[config.mk]
export PLATFORM = sky130hd
export DESIGN_NAME = mix_columns_seq
export DESIGN_NICKNAME = d
export VERILOG_FILES = /design/src/rtl/mix_columns_seq.sv
export SDC_FILE = /design/constraint.sdc
export NUM_CORES = 1
export LEC_CHECK = 0
export ABC_AREA = 1
export CAP_MARGIN = 0
export CORE_MARGIN = 2
export CORE_UTILIZATION = 50
export CTS_CLUSTER_DIAMETER = 30
export DETAILED_ROUTE_END_ITERATION = 12
export PLACE_DENSITY = 0.86
export SETUP_SLACK_MARGIN = 0.3
export SLEW_MARGIN = 40
export SYNTH_ARGS = -nofsm -noshare
export SYNTH_HDL_FRONTEND = slang
export SYNTH_SLANG_ARGS = --single-unit
[constraint.sdc]
create_clock -name clk -period 2.6 [get_ports clk]
set_input_delay 0.52 -clock clk [delete_from_list [all_inputs] [get_ports clk]]
set_output_delay 0.52 -clock clk [all_outputs]
set_load 0.01 [all_outputs]
[src/rtl/mix_columns_seq.sv]
// Forward AES MixColumns, one 32-bit column per clock through a single shared
// column multiplier; holds one 128-bit state at a time with valid/ready on both sides.
module mix_columns_seq (
    input  logic         clk,
    input  logic         rst,
    input  logic         in_valid,
    output logic         in_ready,
    input  logic [127:0] in_data,
    output logic         out_valid,
    input  logic         out_ready,
    output logic [127:0] out_data,
    output logic         busy
);

    localparam logic [1:0] ST_IDLE = 2'd0;
    localparam logic [1:0] ST_CALC = 2'd1;
    localparam logic [1:0] ST_DONE = 2'd2;

    logic [1:0]   state_r;
    logic [1:0]   col_r;
    logic [127:0] data_r;
    logic [127:0] result_r;
    logic         in_ready_r;
    logic         out_valid_r;
    logic         busy_r;
    logic [31:0]  col_in_s;
    logic [31:0]  col_out_s;

    // Multiply by x in GF(2^8) modulo 0x11B.
    function automatic logic [7:0] xtime(input logic [7:0] x);
        xtime = {x[6:0], 1'b0} ^ (x[7] ? 8'h1B : 8'h00);
    endfunction

    // Full column transform: rows of {2,3,1,1} rotated per output byte.
    function automatic logic [31:0] mix_col(input logic [31:0] c);
        logic [7:0] a0, a1, a2, a3;
        logic [7:0] x0, x1, x2, x3;
        a0 = c[31:24];
        a1 = c[23:16];
        a2 = c[15:8];
        a3 = c[7:0];
        x0 = xtime(a0);
        x1 = xtime(a1);
        x2 = xtime(a2);
        x3 = xtime(a3);
        mix_col = {x0 ^ x1 ^ a1 ^ a2 ^ a3,
                   a0 ^ x1 ^ x2 ^ a2 ^ a3,
                   a0 ^ a1 ^ x2 ^ x3 ^ a3,
                   x0 ^ a0 ^ a1 ^ a2 ^ x3};
    endfunction

    // Select the held column addressed by the column counter.
    always_comb begin
        col_in_s = 32'h0000_0000;
        case (col_r)
            2'd0:    col_in_s = data_r[127:96];
            2'd1:    col_in_s = data_r[95:64];
            2'd2:    col_in_s = data_r[63:32];
            2'd3:    col_in_s = data_r[31:0];
            default: col_in_s = 32'h0000_0000;
        endcase
        col_out_s = mix_col(col_in_s);
    end

    // Control FSM, state capture and column-by-column result assembly.
    always_ff @(posedge clk) begin
        if (rst) begin
            state_r     <= ST_IDLE;
            col_r       <= 2'd0;
            data_r      <= 128'h0;
            result_r    <= 128'h0;
            in_ready_r  <= 1'b1;
            out_valid_r <= 1'b0;
            busy_r      <= 1'b0;
        end else begin
            case (state_r)
                ST_IDLE: begin
                    if (in_valid) begin
                        data_r     <= in_data;
                        col_r      <= 2'd0;
                        state_r    <= ST_CALC;
                        in_ready_r <= 1'b0;
                        busy_r     <= 1'b1;
                    end else begin
                        state_r    <= ST_IDLE;
                    end
                end
                ST_CALC: begin
                    case (col_r)
                        2'd0:    result_r[127:96] <= col_out_s;
                        2'd1:    result_r[95:64]  <= col_out_s;
                        2'd2:    result_r[63:32]  <= col_out_s;
                        2'd3:    result_r[31:0]   <= col_out_s;
                        default: result_r         <= result_r;
                    endcase
                    // The 2-bit counter wraps to 0 on the last column.
                    col_r <= col_r + 2'd1;
                    if (col_r == 2'd3) begin
                        state_r     <= ST_DONE;
                        out_valid_r <= 1'b1;
                    end else begin
                        state_r     <= ST_CALC;
                    end
                end
                ST_DONE: begin
                    if (out_ready) begin
                        state_r     <= ST_IDLE;
                        out_valid_r <= 1'b0;
                        in_ready_r  <= 1'b1;
                        busy_r      <= 1'b0;
                    end else begin
                        state_r     <= ST_DONE;
                    end
                end
                default: begin
                    state_r     <= ST_IDLE;
                    col_r       <= 2'd0;
                    in_ready_r  <= 1'b1;
                    out_valid_r <= 1'b0;
                    busy_r      <= 1'b0;
                end
            endcase
        end
    end

    assign in_ready  = in_ready_r;
    assign out_valid = out_valid_r;
    assign out_data  = result_r;
    assign busy      = busy_r;

endmodule

==> results.md <==
- WL per Instance: 18.5 um
- Initial antenna violation count: 0
- Synthesized area per cell: 6.75 um2
- Psw: 5.00 mW
- Clk slew on worst S/H paths: 0.06 ns
- Reg2Reg Setup Slack: 0.23 ns
- Global-route wire length before repair: 68.2 mm
- DR iter-0 viols: 1,658
- Worst Path Buf+Inv: 4
- Hold WC Path Type: reg2reg
- Die Y-Extent: 163 um
- Synthesis warning total: 0
- Worst Hold Depth: 2
- Synth area leaders: dfxtp_1 41%, nand2_1 15%, nor2_1 8.1%, o21ai_0 7.2%, nand3_1 5.1%
- Crit start category: flop
- Synth Instances: 1,883
- GRT Total Usage: 32.2%
- Outcome: complete, no violations
- Hold Startpoint: busy
- Sink Count: 263
- Largest net degree at the start of global routing: 125
- FMAX: 0.422 GHz
- Mapped Nets: 2,020
- DRC Markers: 0
- Slew headroom: 56.9%
- Synth Cell Area: 12,700 um2
- Starting Density: 50.6%
- Ant. Diodes: 0
- Hold slack: 0.463 ns
- Final period util: 91.2%
- Std-Cell Rows: 58
- VDD IR max: 0.000553 V
- HPWL Detailed: 30.3 mm
- I/O pin total: 263
- TritonRoute pass-1 iters: 6
- CP required: 3.03 ns
- CTS root buf: clkbuf_16
- Final core occ: 74.8%
- Placed cell count: 2,406
- # port buffers: 262
- Reg2Reg Capture Point: out_data[108]
- Final #Nets: 2,306
- Ratio of cells with drive above 1 in the final layout: 19.3%
- DRT Wirelength: 47.0 mm
- Routability cong.: 0.952
- Pleak: 8.34 nW
- CTS Buf Count: 47
- DR vias/cell: 5.60
- Worst slew pin tran: 0.646 ns
- Switch share: 33.5%
- Clock share of power: 42.0%
- Crit path arrival time: 2.80 ns
- Die X: 163 um
- H-tree levels: 2
- Count of final setup violators: 0
- Yosys reg bits: 263
- Layout Cells excl Fill: 2,537
- Critical path type: reg2reg
- CP max stage cell: dfxtp_4
- CTS tree: built
- Slowest stage delay, CP: 0.38 ns
- Reg2reg start: col_r[0]
- Reg2Reg Depth: 16
- Vias in the first global route: 13,121
- CORE AREA: 25,100 um2
- P_int: 9.94 mW
- Leading area contributor after synthesis: dfxtp_1
- Setup repair after global routing missed its margin: yes
- Max-slew violation count: 0
- Family with the most delay on the worst path: simple AND/OR/NAND/NOR gates
- Flop pwr share: 30.0%
- Most frequent cells in the layout: 436 x nand2_1, 262 x clkdlybuf4s50_1, 261 x dfxtp_1
- Synth-to-Final Area Change: 47.8%
- Commonest non-fill, non-tap cell in the layout: nand2_1
- TNS Setup: 0 ns
- CTS Buffer Depth: 3
- Hold worst-path end: busy
- Vias: 14,216
- Maxcap violations: 0
- Sequential area share after synthesis: 41.4%
- Worst Skew: 0.0167 ns
- Fin crit period: 2.37 ns
- Worst Path Max Fanout: 17
- Final hold violation count: 0
- Antenna viol nets, final: 0
- Critical path cell sequence: clkinvlp_4, ha_4, buf_12, nand2_1, o21ai_1, nor2_1, nor2_2, inv_1, nand2_1, nand2_2, nand2_2, nand2_4, nand2_2, nand3_1, nand2_1, inv_1
- Worst skew pair latency: 0.54 ns
- Die ar.: 26,700 um2
- Yosys top cell area share: 41.4%
- Critical Path End Type: flop
- Pwr/cell area: 795 nW/um2
- Combinational power share: 28.0%
- GRT overflow: 0
- Post-synthesis cell type count: 36
[flip-flops by register name, summed over array words and instances (netlist names)]
register / cells
state_r: 2
col_r: 2
busy: 1
in_ready: 1
out_data: 128
out_valid: 1
data_r: 128
[stage by stage]
stage	power (mW)	area, um2	setup WS (ns)
floorplan	6.58	12700	0.622
global placement	7.70	15700	0.136
detailed placement	7.77	15700	0.0785
CTS	14.2	17600	0.267
global route	15.5	18800	0.190
finish	14.9	18800	0.228
[power by group through the flow]
| stage | sequential [mW] | clock (mW) | combinational, mW |
|---|---|---|---|
| 3_3_place_gp | 4.53 | 0 | 3.18 |
| 4_1_cts | 4.46 | 6.26 | 3.43 |
| 2_1_floorplan | 4.53 | 0 | 2.05 |
| 3_5_place_dp | 4.53 | 0 | 3.23 |
| 5_1_grt | 4.49 | 6.49 | 4.48 |
| 6_report | 4.48 | 6.28 | 4.19 |
[worst reg2reg max path, stage by stage, from the launching register on]
cell        delay, ns
dfxtp_4          0.38
clkinvlp_4       0.14
ha_4             0.18
buf_12           0.15
nand2_1          0.07
o21ai_1          0.18
nor2_1           0.11
nor2_2           0.23
inv_1            0.14
nand2_1          0.10
nand2_2          0.07
nand2_2          0.13
nand2_4          0.08
nand2_2          0.10
nand3_1          0.08
nand2_1          0.10
inv_1            0.04
[cell families (layout without fill, tap and decap cells)]
group	Yosys count	after routing	share of synthesized area [%]
AND/OR/NAND/NOR	964	964	31.1
AO/OA/AOI/OAI	388	389	18.2
flip-flops	263	263	41.4
buffers and inverters	257	580	8.39
XOR/XNOR	6	6	0.413
adder cells (fa/ha/maj)	5	5	0.492
[per-layer routing]
layer | vias up | track usage [%] | wire, um
met4 | 0 | 16.2 | 2340
met1 | 6558 | 40.5 | 17900
met3 | 181 | 5.31 | 4330
li1 | 6597 | - | -
met2 | 880 | 53.6 | 22400
met5 | - | 0 | 0
[cell usage after synthesis (all sizes together)]
| master | n |
|---|---|
| nand2 | 523 |
| nor2 | 303 |
| dfxtp | 263 |
| o21ai | 203 |
| inv | 159 |
| nand3 | 135 |
| o21a | 85 |
| a21oi | 77 |
| clkbuf | 71 |
| buf | 27 |
| o21bai | 17 |
| ha | 5 |
| o22ai | 4 |
| xnor2 | 4 |
| nor3 | 2 |
| xor2 | 2 |
| a21o | 1 |
| a2bb2oi | 1 |
| nand3b | 1 |
[worst max path at each step]
stage          cells after the start  startpoint             to  slack [ns]
6_report                          16    col_r[0]  out_data[108]        0.23
5_1_grt                           15    col_r[0]   out_data[90]        0.19
4_1_cts                           14    col_r[1]  out_data[111]        0.27
3_5_place_dp                      13    col_r[0]    out_data[5]        0.08
3_3_place_gp                      13    col_r[0]    out_data[5]        0.14
2_1_floorplan                     16    col_r[0]   out_data[30]        0.62
[what timing repair did]
| action | 4_1_cts | 5_1_grt |
|---|---|---|
| hold endpoints to repair | 0 | 0 |
| gates cloned | 2 | 5 |
| setup buffers | 8 | 29 |
| resized for setup | 52 | 210 |
| pin swaps | 6 | 65 |
| endpoints found under the setup margin | 128 | 128 |
| hold buffers | 0 | 0 |
[final cells by class]
class | count | area, um2
clock inverter | 28 | 309
fill | 1754 | 6320
tap | 330 | 413
inverter | 159 | 636
timing repair buffer | 334 | 3480
clock buffer | 59 | 1330
multi-input combinational | 1364 | 7350
sequential | 263 | 5270
Note: power is estimated with default switching activity, not from simulation.
